### config.mk
export PLATFORM = sky130hd
export DESIGN_NAME = instruction_loader
export DESIGN_NICKNAME = d
export VERILOG_FILES = /design/src/rtl/instruction_loader.sv
export SDC_FILE = /design/constraint.sdc
export NUM_CORES = 1
export LEC_CHECK = 0
export CAP_MARGIN = 5
export CORE_MARGIN = 10
export CORE_UTILIZATION = 42
export DETAILED_ROUTE_END_ITERATION = 10
export PLACE_DENSITY_LB_ADDON = 0.1
export SYNTH_ARGS = -nofsm -noshare
export SYNTH_HDL_FRONTEND = slang
export SYNTH_SLANG_ARGS = --single-unit
### constraint.sdc
create_clock -name clock -period 2.3 [get_ports clock]
set_clock_uncertainty 0.15 [all_clocks]
set_input_delay 0.46 -clock clock [delete_from_list [all_inputs] [get_ports clock]]
set_output_delay 0.46 -clock clock [all_outputs]
set_load 0.005 [all_outputs]
### src/rtl/instruction_loader.sv
// Streams 32-bit words into byte-wide instruction memory, little-endian from address 0.
// Latency: handshake, then 4 byte writes; next word_ready 5 cycles later. Backpressure: word_ready low outside ACCEPT.
module instruction_loader #(
   parameter int ADDR_WIDTH = 14
) (
   input  logic                  clock,
   input  logic                  reset,
   input  logic                  start,
   input  logic                  word_valid,
   input  logic [31:0]           word_input,
   input  logic                  last_input,
   output logic                  word_ready,
   output logic                  mem_write_enable,
   output logic [ADDR_WIDTH-1:0] mem_address_output,
   output logic [7:0]            mem_data_output,
   output logic [ADDR_WIDTH-2:0] num_instructions_output,
   output logic [63:0]           last_pc_output,
   output logic                  load_done,
   output logic                  overflow_error
);

   localparam int WIDX = ADDR_WIDTH - 2;
   localparam logic [ADDR_WIDTH-2:0] WORDS = {1'b1, {WIDX{1'b0}}};

   typedef enum logic [2:0] {IDLE, ACCEPT, WRITE, DONE, ERROR} state_t;

   state_t                state;
   logic [31:0]           word_q;
   logic                  last_q;
   logic [1:0]            k;
   logic [1:0]            k_nxt;
   logic [ADDR_WIDTH-2:0] count_inc;

   assign k_nxt     = k + 2'd1;
   assign count_inc = num_instructions_output + 1'b1;

   always_ff @(posedge clock) begin
      if (reset) begin
         state                   <= IDLE;
         word_q                  <= '0;
         last_q                  <= 1'b0;
         k                       <= 2'd0;
         word_ready              <= 1'b0;
         mem_write_enable        <= 1'b0;
         mem_address_output      <= '0;
         mem_data_output         <= '0;
         num_instructions_output <= '0;
         last_pc_output          <= '0;
         load_done               <= 1'b0;
         overflow_error          <= 1'b0;
      end else begin
         case (state)
            IDLE, DONE, ERROR: begin
               if (start) begin
                  state                   <= ACCEPT;
                  word_ready              <= 1'b1;
                  num_instructions_output <= '0;
                  last_pc_output          <= '0;
                  load_done               <= 1'b0;
                  overflow_error          <= 1'b0;
               end
            end
            ACCEPT: begin
               // The first byte is presented straight away so memory samples it on the next edge.
               if (word_valid) begin
                  state              <= WRITE;
                  word_ready         <= 1'b0;
                  word_q             <= word_input;
                  last_q             <= last_input;
                  k                  <= 2'd0;
                  mem_write_enable   <= 1'b1;
                  mem_address_output <= {num_instructions_output[WIDX-1:0], 2'b00};
                  mem_data_output    <= word_input[7:0];
               end
            end
            WRITE: begin
               if (k != 2'd3) begin
                  k                  <= k_nxt;
                  mem_address_output <= {mem_address_output[ADDR_WIDTH-1:2], k_nxt};
                  mem_data_output    <= word_q[{k_nxt, 3'b000} +: 8];
               end else begin
                  k                       <= 2'd0;
                  mem_write_enable        <= 1'b0;
                  mem_address_output      <= '0;
                  mem_data_output         <= '0;
                  num_instructions_output <= count_inc;
                  if (last_q) begin
                     state          <= DONE;
                     load_done      <= 1'b1;
                     // Old count equals new count minus one.
                     last_pc_output <= 64'({num_instructions_output[WIDX-1:0], 2'b00});
                  end else if (count_inc == WORDS) begin
                     state          <= ERROR;
                     overflow_error <= 1'b1;
                  end else begin
                     state      <= ACCEPT;
                     word_ready <= 1'b1;
                  end
               end
            end
            default: state <= IDLE;
         endcase
      end
   end

endmodule
==> results.toml, run 1 <==
[min_path]
min-delay-start = "word_q[4]"
hold_depth = 2
hold_class = "reg2reg"
min_to = "word_q[4]"

[floorplanning]
rows = 36
die_w_um = 120
io_pins = 140
start_util_pct = 43.1
die_area_um2 = 14400
fp.dieH_um = 120
core-area_um2 = 9730

[global_route]
overflow = 0
grt_pass1_vias = 3740
antenna_found_initial = 0
grt_pass1_wl_um = 19100
grt.total_usage_pct = 15.8
grt_max_degree = 43

[route]
num_vias = 3788
drtIter0Drc = 349
drtPass1Iterations = 5
drtAntennaViolNets = 0
routedWlPerCell_um = 15.5
drc_errors = 0
vias_per_cell = 5.01
wl_um = 11700

[layout]
fin_area_um2 = 5460
diodes = 0
num-nets-final = 657
syn_to_final_growth_pct = 30.1
layout.cells.non_filler = 756
drive_above_1_share_pct = 14.3
final_util_pct = 56.1

[placed_design]
port_buffers = 87
dpl_cell_area_um2 = 5220
place_hpwl_um = 8900
dp.cells = 740
routabilityCongestion = 0.875

[synthesis]
synth_edf_count = 0
synth_area_leaders = "dfxtp_1 42%, buf_4 9.3%, nand2_1 7.7%"
yosys.area.top_type_share_pct = 41.5
syn_inst = 518
async_reset_ff_share_pct = 0
syn-cell-area_um2 = 4190
ys_warn_count = 0
synth.distinct_cells = 47
avgSynthCellArea_um2 = 8.10
synth_ff_type = "dfxtp_1"
synth.largest_area_cell = "dfxtp_1"
ys_seq_elements = 87
yosysSeqAreaShare_pct = 41.5

[setup_path]
crit_fanout = 4
crit_required_ns = 2.46
path_cells = "nand4_4 -> or3_4 -> a211o_1 -> or4_4 -> nor4_2 -> o21a_1"
crit_path_end_kind = "flop"
max_stage_delay_ns = 0.46
rr_worst_depth = 6
arrival_ns = 2.36
rrSetupSlack_ns = 0.1
r2r_end = "overflow_error"
worstReg2RegStart = "num_instructions_output[0]"
critPathKind = "reg2reg"
cp-start-kind = "flop"
cp_slowest_cell = "or4_4"

[clocking]
cts-buffers-inserted = 9
hold_buffers = 0
cts_setup_buffers = 0
tritoncts = "built"
clkTransAtPathRegs_ns = 0.09
cts_max_level = 3
clock_latency_ns = 0.35
clock-sinks = 87
cts_root_buffer = "clkbuf_8"
clockBufferDepth = 2

[timing]
tightestPinTransition_ns = 0.508
timing.slew.headroom_pct = 66.0
finalSetupViolCount = 0
hold_violations = 0
fin_crit_sh_pct = 95.8
report.final.slew_viol_count = 0
period_minus_slack_ns = 2.20
max_freq_mhz = 454
tns_ns = 0

[pwr]
p_leak_nw = 2.03
powerDensity_nw_per_um2 = 784
peakVddDrop_v = 0.000362

[flow_run]
max-cap-violations = 0

[run_status]
outcome = "completed"
state kept, by name (all words and copies together) (netlist names):
| signal | flops |
|---|---|
| word_q | 32 |
| mem_address_output | 14 |
| num_instructions_output | 13 |
| last_pc_output | 12 |
| mem_data_output | 8 |
| state | 3 |
| last_q | 1 |
| load_done | 1 |
| mem_write_enable | 1 |
| overflow_error | 1 |
| word_ready | 1 |
critical path: cells and delay by family, from the launching register on:
| family | cells | cell delay, ns |
|---|---|---|
| AOI/OAI and AO/OA | 2 | 0.43 |
| DFF | 1 | 0.39 |
| and+or+nand+nor | 4 | 1.19 |
metrics by stage:
step           hold slack [ns]  power [mW]  setup WS, ns
2_1_floorplan            0.283        2.69        0.0205
3_3_place_gp             0.289        3.17       -0.0855
3_5_place_dp             0.296        3.20        -0.115
4_1_cts                  0.310        4.30        0.0109
5_1_grt                  0.333        4.55      -0.00162
6_report                 0.308        4.28        0.0966
kinds of logic after synthesis:
family,synth area share (%)
other,0.0894
flip-flops,41.5
buffers and inverters,13.7
XOR/XNOR,0.835
multiplexers,4.77
AND/OR/NAND/NOR,19.6
adder cells (fa/ha/maj),0.597
AO/OA/AOI/OAI,18.9
cell usage after synthesis (all sizes together) (3+ instances only):
cell	n
nand3	5
a211oi	12
a31oi	3
a21oi	50
nand4	3
buf	63
nor4	4
nand2b	3
nand2	86
a22oi	28
clkbuf	31
o21a	3
nor3	7
mux4	8
nor2	64
inv	4
and3	3
dfxtp	87
o21ai	23
layout make-up:
class / instances / area [µm²]
well taps: 133 / 166
clock buffers: 9 / 124
flip-flops and latches: 87 / 1750
multi-input cells: 384 / 2110
repair buffers: 132 / 1220
inverters: 4 / 15.0
fillers: 929 / 4270
clock inverters: 7 / 76.3
cell usage in the layout, fill, tap and decap left out, types with 3 or more instances in the layout:
cell | netlist | layout
nand2_1 | 86 | 86
clkdlybuf4s50_1 | 0 | 86
dfxtp_1 | 87 | 83
nor2_1 | 64 | 62
conb_1 | 1 | 52
a21oi_1 | 50 | 50
buf_4 | 52 | 43
a22oi_1 | 28 | 28
o21ai_0 | 22 | 21
a211oi_1 | 12 | 11
clkbuf_8 | 0 | 9
mux4_2 | 8 | 8
nor3_1 | 7 | 6
inv_1 | 4 | 4
nand3_1 | 5 | 4
dfxtp_2 | 0 | 4
nand2b_1 | 3 | 3
nor4_1 | 3 | 3
o21a_1 | 3 | 3
and3_1 | 3 | 3
a31oi_1 | 3 | 3
inv_6 | 0 | 3
worst max path at each step:
| stage | from | end | slack [ns] | cells after the start |
|---|---|---|---|---|
| after floorplan | num_instructions_output[0] | overflow_error | 0.02 | 7 |
| after global placement | num_instructions_output[0] | state[0] | -0.09 | 7 |
| after detailed placement | num_instructions_output[0] | state[0] | -0.12 | 7 |
| after CTS | num_instructions_output[0] | state[0] | 0.01 | 6 |
| after global routing | num_instructions_output[0] | overflow_error | -0.002 | 7 |
| final | num_instructions_output[0] | overflow_error | 0.1 | 6 |
layer usage:
| metal | track usage, % | part of all wire, % | wire, µm | vias up |
|---|---|---|---|---|
| met5 | 0 | 0 | 0 | - |
| met4 | 4.22 | 0.82 | 96 | 0 |
| met3 | 5.63 | 8.9 | 1050 | 9 |
| met2 | 23.3 | 44 | 5190 | 129 |
| met1 | 21.4 | 46 | 5410 | 1777 |
| li1 | - | - | - | 1873 |
timing repair:
item | in CTS | in global routing
hold endpoints to repair | 0 | 0
cloned | 0 | 0
setup endpoints to repair | 4 | 5
gates resized for setup | 2 | 11
power by group:
group / internal, mW / switching (mW)
sequential: 1.68 / 0.112
combinational: 0.619 / 0.760
clock: 0.512 / 0.592
total: 2.81 / 1.46
Note: power is estimated with default switching activity, not from simulation.
==> inputs of run 2 (changes only) <==
Settings changed: SKIP_LAST_GASP set to 1.
==> results of run 2 <==
Same layout as run 1: the final DEF is identical, and so are final timing and power.
